--- src/rtl/fdct4_row.sv ---
// fdct4_row: four-point forward integer DCT row stage (HEVC core 64/83/36).
// Collects x0..x3 one sample per handshake into a row register. A full row is
// transformed, rounded with (y+ADD)>>>SHIFT and loaded into an output buffer,
// which then streams y0..y3. Collecting the next row overlaps draining this one.
// Optional feature macro: FDCT_SAT_EN clamps results to the 25-bit signed range.
// When it is undefined, results wrap in two's complement.
module fdct4_row #(
    parameter int DATA_W = 25,
    parameter int SHIFT  = 12,
    parameter int ADD    = 2048
) (
    input  logic                     clk,
    input  logic                     reset,
    input  logic signed [DATA_W-1:0] in_data,
    input  logic                     in_valid,
    output logic                     in_ready,
    output logic signed [DATA_W-1:0] out_data,
    output logic                     out_valid,
    input  logic                     out_ready,
    output logic                     out_last
);

    localparam int ACC_W = 36;
    localparam logic signed [ACC_W-1:0] ADD_A = ACC_W'(ADD);
    localparam logic signed [ACC_W-1:0] C64   = 36'sd64;
    localparam logic signed [ACC_W-1:0] C83   = 36'sd83;
    localparam logic signed [ACC_W-1:0] C36   = 36'sd36;
`ifdef FDCT_SAT_EN
    localparam logic signed [ACC_W-1:0] SAT_MAX = ACC_W'((longint'(1) << (DATA_W-1)) - 1);
    localparam logic signed [ACC_W-1:0] SAT_MIN = -SAT_MAX - 36'sd1;
`endif

    typedef enum logic {IDLE, DRAIN} state_t;

    state_t                    state;
    logic [1:0]                in_idx;
    logic [1:0]                out_idx;
    logic                      row_full;
    logic signed [DATA_W-1:0]  x_p0    [4];
    logic signed [DATA_W-1:0]  obuf_p1 [4];
    logic signed [ACC_W-1:0]   y_p0    [4];
    logic                      accept;
    logic                      drain_hs;
    logic                      xfer;

    // Round with offset, floor shift, then narrow to the output width.
    function automatic logic signed [DATA_W-1:0] round_narrow(input logic signed [ACC_W-1:0] y);
        logic signed [ACC_W-1:0] t;
        t = (y + ADD_A) >>> SHIFT;
`ifdef FDCT_SAT_EN
        if (t > SAT_MAX)
            return SAT_MAX[DATA_W-1:0];
        else if (t < SAT_MIN)
            return SAT_MIN[DATA_W-1:0];
        else
            return t[DATA_W-1:0];
`else
        return t[DATA_W-1:0];
`endif
    endfunction

    // A waiting row moves to the buffer when the buffer is empty or its y3 leaves this edge.
    assign accept    = in_valid && in_ready;
    assign drain_hs  = out_valid && out_ready;
    assign xfer      = row_full && ((state == IDLE) || (drain_hs && (out_idx == 2'd3)));
    assign in_ready  = !row_full || xfer;
    assign out_valid = (state == DRAIN);
    assign out_last  = out_valid && (out_idx == 2'd3);
    assign out_data  = obuf_p1[out_idx];

    // Stage p0 -> p1: butterfly and coefficient multiply on the collected row.
    always_comb begin
        logic signed [ACC_W-1:0] e0, e1, o0, o1;
        e0 = ACC_W'(x_p0[0]) + ACC_W'(x_p0[3]);
        e1 = ACC_W'(x_p0[1]) + ACC_W'(x_p0[2]);
        o0 = ACC_W'(x_p0[0]) - ACC_W'(x_p0[3]);
        o1 = ACC_W'(x_p0[1]) - ACC_W'(x_p0[2]);
        y_p0[0] = C64 * e0 + C64 * e1;
        y_p0[1] = C83 * o0 + C36 * o1;
        y_p0[2] = C64 * e0 - C64 * e1;
        y_p0[3] = C36 * o0 - C83 * o1;
    end

    // Control: input slot counter, row-full flag and the output drain FSM.
    always_ff @(posedge clk) begin
        if (!reset) begin
            in_idx   <= 2'd0;
            row_full <= 1'b0;
            out_idx  <= 2'd0;
            state    <= IDLE;
        end else begin
            if (accept)
                in_idx <= in_idx + 2'd1;
            if (accept && (in_idx == 2'd3))
                row_full <= 1'b1;
            else if (xfer)
                row_full <= 1'b0;
            case (state)
                IDLE: begin
                    if (xfer) begin
                        state   <= DRAIN;
                        out_idx <= 2'd0;
                    end
                end
                DRAIN: begin
                    if (xfer) begin
                        out_idx <= 2'd0;
                    end else if (drain_hs) begin
                        out_idx <= out_idx + 2'd1;
                        if (out_idx == 2'd3)
                            state <= IDLE;
                    end
                end
                default: state <= IDLE;
            endcase
        end
    end

    // Row register: each accepted sample lands in its slot.
    always_ff @(posedge clk) begin
        if (!reset) begin
            for (int i = 0; i < 4; i++)
                x_p0[i] <= '0;
        end else if (accept) begin
            x_p0[in_idx] <= in_data;
        end
    end

    // Output buffer: rounded coefficients of the waiting row load on transfer.
    always_ff @(posedge clk) begin
        if (!reset) begin
            for (int i = 0; i < 4; i++)
                obuf_p1[i] <= '0;
        end else if (xfer) begin
            for (int i = 0; i < 4; i++)
                obuf_p1[i] <= round_narrow(y_p0[i]);
        end
    end

endmodule

--- config.mk ---
export PLATFORM = sky130hd
export DESIGN_NAME = fdct4_row
export DESIGN_NICKNAME = d
export VERILOG_FILES = /design/src/rtl/fdct4_row.sv
export SDC_FILE = /design/constraint.sdc
export NUM_CORES = 1
export LEC_CHECK = 0
export BUFFER_PORTS_ARGS = -buffer_cell sky130_fd_sc_hd__buf_2
export CAP_MARGIN = 20
export CORE_ASPECT_RATIO = 1.1
export CORE_MARGIN = 8
export CORE_UTILIZATION = 45
export CTS_BUF_LIST = sky130_fd_sc_hd__clkbuf_8 sky130_fd_sc_hd__clkbuf_16
export CTS_CLUSTER_DIAMETER = 200
export DETAILED_ROUTE_END_ITERATION = 10
export PLACE_DENSITY = 0.71
export SLEW_MARGIN = 20
export SYNTH_ARGS = -nofsm -noshare
export SYNTH_HDL_FRONTEND = slang
export SYNTH_SLANG_ARGS = --single-unit
--- constraint.sdc ---
create_clock -name clk -period 8.6 [get_ports clk]
set_input_delay 0.43 -clock clk [delete_from_list [all_inputs] [get_ports clk]]
set_output_delay 0.43 -clock clk [all_outputs]
set_load 0.1 [all_outputs]
==> out/summary.txt, run 1 <==
Max frequency: 119 MHz
Slowest stage delay, CP: 500 ps
Hold crit path type: in -> reg
Clock Latency Late Sink: 490 ps
DR pass1 iterations: 5
Initial antenna violation count: 2
Initial Util: 0.453
Max Cap Viol: 0
Num CTS Buffers: 17
Seq/Total Area, Yosys: 0.220
Worst Clk Skew: 27.9 ps
Crit end category: flip-flop
Final hold viol count: 0
Die area: 68000 sq um
Diodes inserted: 0
Longest Clk Path Bufs: 2
Crit path time final: 8410 ps
Hold endpoint: x_p0[1][5]
Synth cell types: 88
Count leader, synth: ha_1
Final Slew Violations: 0
Least-Margin Pin Slew: 962 ps
Vias per cell: 5.34
Post-synth top flop: edfxtp_1
Flop2flop setup slack: 190 ps
Core Area: 59500 sq um
Finished Core Util: 0.518
Placed Area: 29500 sq um
Synth area leaders: ha_1 (23%), edfxtp_1 (21%), fa_1 (12%), xnor2_1 (5.6%), inv_1 (5.2%)
EDFF count, synth: 192
Dpl hpwl: 53900 um
Drt drc: 0
Outcome: finished clean
Design area: 30800 sq um
Number of clock sinks: 200
Worst hold-check slack: 266 ps
Worst-path clk slew: 100 ps
Routed WL: 64000 um
Crit path launch type: flip-flop
Die width: 249 um
Largest net degree at the start of global routing: 77
Non-filler instance count after layout: 3816
Worst rel slew slack: 0.359
Critical path peak fanout: 4
Cts hold-fix bufs: 0
Worst EP required: 8810 ps
RR Endpoint: obuf_p1[3][20]
Final nets: 3732
Top-area cell type share of the netlist area: 0.235
DRT antenna net count: 0
Slowest CP cell: fa_1
Period utilisation layout: 0.978
Most instantiated cells after synthesis: ha_1 (506), inv_1 (375), nor2_1 (240), edfxtp_1 (192), xnor2_1 (173)
Post-DR wirelength/cell: 16.8 um
CP Data Arrival Time: 8620 ps
CTS tree: done
Die Span Y: 273 um
Via count: 20.4k
First-pass GRT wire length: 102000 um
Ys async rst share: 0
Area growth syn-to-layout: 14.3%
Worst R2R Path Depth: 37
Inst Count DP: 3761
Vias in the first global route: 20.4k
Initial DRC Count: 1165
Cell count after synthesis: 2809
Hold Crit Start: in_data[5]
Ratio of cells with drive above 1 in the final layout: 0.156
Clk root buf: clkbuf_16
IO Port Bufs: 56
Site Rows: 94
Yosys reg bits: 200
R2R Path Start: x_p0[0][0]
Mapped Nets: 3506
Grt total ovfl: 0
Largest area contributor in the netlist: ha_1
Critical path type: reg -> reg
H-tree levels: 4
Routability cong.: 0.919
Setup violators final: 0
Ys Warns: 0
GRT Util Overall: 0.184
Post-Syn Area: 27000 sq um
Hold path depth: 2
Synthesized area per cell: 9.60 sq um
Boundary pin count: 57
-- what timing repair did --
action,CTS,global route
endpoints found under the setup margin,17,22
gates resized for setup,14,113
hold endpoints to repair,0,0
setup buffers,2,21
pin swaps,3,74
-- placed cells by master, fill, tap and decap left out, types with 11 or more instances in the layout --
cell,netlist,final
a21o_1,81,81
inv_1,375,372
buf_2,9,56
nand2b_1,29,29
xor2_1,82,81
nand2_1,93,90
xnor2_1,173,163
o21ai_0,65,54
edfxtp_1,192,192
nand3_1,40,37
nor2b_1,35,32
ha_4,0,11
nor2_1,240,235
a21oi_2,2,26
a211oi_1,12,11
nor3_1,47,43
mux4_2,21,21
a31oi_1,16,14
a21oi_1,162,137
and2_1,119,118
o21a_1,32,31
buf_4,2,224
and3_1,28,27
clkbuf_16,0,17
o31ai_1,14,12
ha_1,506,493
or3_1,13,12
fa_1,162,156
o21bai_1,22,22
-- metrics by stage --
step | setup TNS, ps | setup WS (ps)
floorplan | 0 | 1.47
global placement | -374 | -145
detailed placement | -1560 | -304
CTS | 0 | 5.15
global route | -1030 | -183
finish | 0 | 190
-- critical path: cells and delay by family, from the launching register on --
kind / cells / cell delay (ps)
xor gates and xnor gates: 3 / 590
AOI/OAI and AO/OA: 17 / 3540
and+or+nand+nor: 5 / 730
buffers and inverters: 4 / 220
DFF: 1 / 400
adders and majority gates: 8 / 2660
-- final cells by class --
| class | instances | area, sq um |
|---|---|---|
| clock inverters | 15 | 128 |
| repair buffers | 282 | 1990 |
| well taps | 768 | 961 |
| fillers | 5350 | 28700 |
| flip-flops and latches | 200 | 5930 |
| clock buffers | 17 | 425 |
| inverters | 375 | 1410 |
| multi-input cells | 2159 | 20000 |
-- flip-flops by register name (all words and copies together) (netlist names), named ones only --
register and count:
obuf_p1 92, row_full 1, x_p0 100, out_valid 1, in_idx 2, out_idx 2
-- kinds of logic (layout without fill, tap and decap cells) --
logic type,after synthesis,in the layout,share of synthesized area
simple gates,691,691,0.127
xor+xnor,257,257,0.0845
mux,30,30,0.0211
compound gates,513,513,0.129
flops,200,200,0.220
buf+inv,450,689,0.0634
fa+ha+maj,668,668,0.355
-- worst max-delay path by stage --
stage	startpoint	to	slack (ps)	cells past startpoint
finish	x_p0[0][0]	obuf_p1[3][20]	190	37
CTS	x_p0[0][0]	obuf_p1[3][21]	5	38
detailed placement	x_p0[1][0]	obuf_p1[1][23]	-300	39
global route	x_p0[0][0]	obuf_p1[3][20]	-180	39
floorplan	x_p0[1][2]	obuf_p1[1][23]	1	36
global placement	x_p0[1][0]	obuf_p1[1][23]	-140	39
-- metal layers --
| metal | share of wire | GRT usage | up-vias |
|---|---|---|---|
| met5 | 0.00017 | 0 | - |
| met4 | 0.020 | 0.0535 | 2 |
| met3 | 0.041 | 0.0242 | 78 |
| met2 | 0.48 | 0.320 | 351 |
| met1 | 0.46 | 0.239 | 9833 |
| li1 | - | - | 10111 |
Power of run 1 is left out: the tool's default activity adds up to more than one toggle a clock period on the data nets, which glitch-free logic cannot reach.
==> inputs of run 2 (changes only) <==
Settings changed: BUFFER_PORTS_ARGS -buffer_cell sky130_fd_sc_hd__buf_2 to -buffer_cell sky130_fd_sc_hd__buf_4, CORE_UTILIZATION 45 to 60, PLACE_DENSITY 0.71 to 0.88.
==> out/summary.txt, run 2 (synthesis gave the netlist of run 1 again) <==
DRT antenna net count: 0 (unchanged)
Max Cap Viol: 0 (unchanged)
Fillers: 3203 (-40%)
Boundary pin count: 57 (unchanged)
R2R Path Start: x_p0[1][0]
Outcome: finished clean
Routed wl met3: 5070 um (+93%)
Via count: 21.6k (+6.1%)
H-tree levels: 4 (unchanged)
DR pass1 iterations: 7 (+2)
Final setup margin: 6.50 ps (-184 ps)
Max reg flops: 100 (unchanged)
Setup violators final: 0 (unchanged)
Final hold viol count: 0 (unchanged)
Final nets: 3729 (-0.080%)
Period utilisation layout: 0.999 (+0.0214)
CP Data Arrival Time: 8920 ps (+300 ps)
Ratio of cells with drive above 1 in the final layout: 0.157 (+0.000483)
Longest Clk Path Bufs: 2 (unchanged)
Worst rel slew slack: 0.339 (-0.0202)
IO Port Bufs: 56 (unchanged)
Crit path time final: 8590 ps (+184 ps)
Post-DR wirelength/cell: 19.2 um (+14%)
Diodes inserted: 0 (unchanged)
Most common cell after layout, fill and taps aside: ha_1
Clock Latency Late Sink: 500 ps (about the same)
Worst setup path endpoint: obuf_p1[1][23]
Flop2flop setup slack: 7 ps (-180 ps)
Die area: 52000 sq um (-24%)
Largest regs: x_p0 (100), obuf_p1 (92)
Num CTS Buffers: 17 (unchanged)
Routed WL: 69500 um (+8.6%)
Initial antenna violation count: 1 (-1)
Vias per cell: 5.96 (+12%)
Critical path type: reg -> reg
Crit path launch type: flip-flop
Clk root buf: clkbuf_16
TNS Setup: 0 ps (unchanged)
Wl on met1: 28300 um (-4.3%)
Met2 wire length: 33600 um (+9.8%)
Die width: 218 um (-13%)
Grt total ovfl: 0 (unchanged)
Crit path top cell by count: ha_1
Critical path peak fanout: 7 (+3)
Initial Util: 0.607 (+0.154)
Most frequent cells in the layout: ha_1 (488), inv_1 (367), buf_4 (277)
CTS tree: done
Worst EP required: 8930 ps (+120 ps)
Largest net degree at the start of global routing: 85 (+10%)
Least-Margin Pin Slew: 992 ps (+30.2 ps)
Slowest stage delay, CP: 560 ps (+60 ps)
RR Endpoint: obuf_p1[1][23]
Vias in the first global route: 22.0k (+8.1%)
Hold crit path type: in -> reg
Site Rows: 81 (-14%)
Slowest CP cell: fa_1
Place WS: -346 ps (-42.0 ps)
Number of clock sinks: 200 (unchanged)
Core Area: 44400 sq um (-25%)
First-pass GRT wire length: 108000 um (+6.3%)
Crit end category: flip-flop
CP startpoint: x_p0[1][0]
Worst R2R Path Depth: 38 (+2.7%)
Final Slew Violations: 0 (unchanged)
Unrepaired setup endpoints after global routing: true
Drt drc: 0 (unchanged)
Top Layer Used: met5
Worst-path clk slew: 100 ps (about the same)
Routability cong.: 0.974 (+6.0%)
Max frequency: 116 MHz (-2.1%)
Area growth syn-to-layout: 14.3% (about the same)
Largest reg by FF count: x_p0
Dpl hpwl: 56300 um (+4.5%)
Initial DRC Count: 1603 (+38%)
Worst Clk Skew: 30.9 ps (+3.00 ps)
GRT Util Overall: 0.258 (+0.0741)
Die Span Y: 238 um (-13%)
Cts hold-fix bufs: 0 (unchanged)
[run 2: cell count changes in the layout (fill, tap and decap cells not counted), moves of 3 or more]
| cell | previous run | this run |
|---|---|---|
| inv_2 | 5 | 8 |
| buf_2 | 56 | 0 |
| buf_4 | 224 | 277 |
| a21oi_2 | 26 | 20 |
| a21oi_4 | 1 | 5 |
| ha_1 | 493 | 488 |
| inv_1 | 372 | 367 |
| clkinvlp_4 | 4 | 1 |
| ha_2 | 2 | 5 |
| clkbuf_16 | 17 | 20 |
[run 2: worst max-delay path: cells and delay by family (launching register included)]
family | cells | cell delay [ps]
AO/OA/AOI/OAI | 18 | 3550
XOR/XNOR | 2 | 330
adder cells (fa/ha/maj) | 8 | 2550
buffers and inverters | 5 | 730
flip-flops | 1 | 410
AND/OR/NAND/NOR | 5 | 830
[run 2: worst min path at each step]
stage / startpoint / to / slack (ps) / cells past startpoint
CTS: in_data[10] / x_p0[1][10] / 230 / 2
global placement: in_idx[1] / in_idx[1] / 530 / 2
finish: in_data[10] / x_p0[1][10] / 240 / 2
global route: in_data[15] / x_p0[2][15] / 250 / 2
detailed placement: in_idx[1] / in_idx[1] / 580 / 2
floorplan: in_idx[1] / in_idx[1] / 490 / 2
[run 2: what timing repair did]
| item | 4_1_cts | 5_1_grt |
|---|---|---|
| gates resized for setup | 15 | 120 |
| setup buffers | 7 | 24 |
| cloned | 0 | 0 |
| endpoints found under the setup margin | 15 | 23 |
| pin swaps | 6 | 73 |
[run 2: metal layers]
layer  vias up  GRT usage
met1     10453      0.327
met4         2      0.101
met5         -          0
met2       858      0.441
met3       215     0.0380
li1      10093          -
[run 2: per-stage QoR]
stage / hold WS (ps) / instance area, sq um / std cells / util
floorplan: 493 / 27000 / 2809 / -
CTS: 226 / 30000 / 3602 / 0.676
detailed placement: 581 / 29300 / 3563 / 0.660
global placement: 533 / 29300 / 3563 / 0.660
finish: 239 / 30800 / 3626 / 0.694
global route: 251 / 30800 / 3626 / 0.694
[run 2: cell type report]
cell class                 instances  area, sq um  area share
inverter                         375         1410      0.0457
tap                              581          727      0.0236
timing repair buffer             279         2100      0.0682
multi-input combinational       2159        20000       0.650
clock inverter                    12          115     0.00374
clock buffer                      20          500      0.0162
sequential                       200         5930       0.192
Power of run 2 is left out for the same reason.
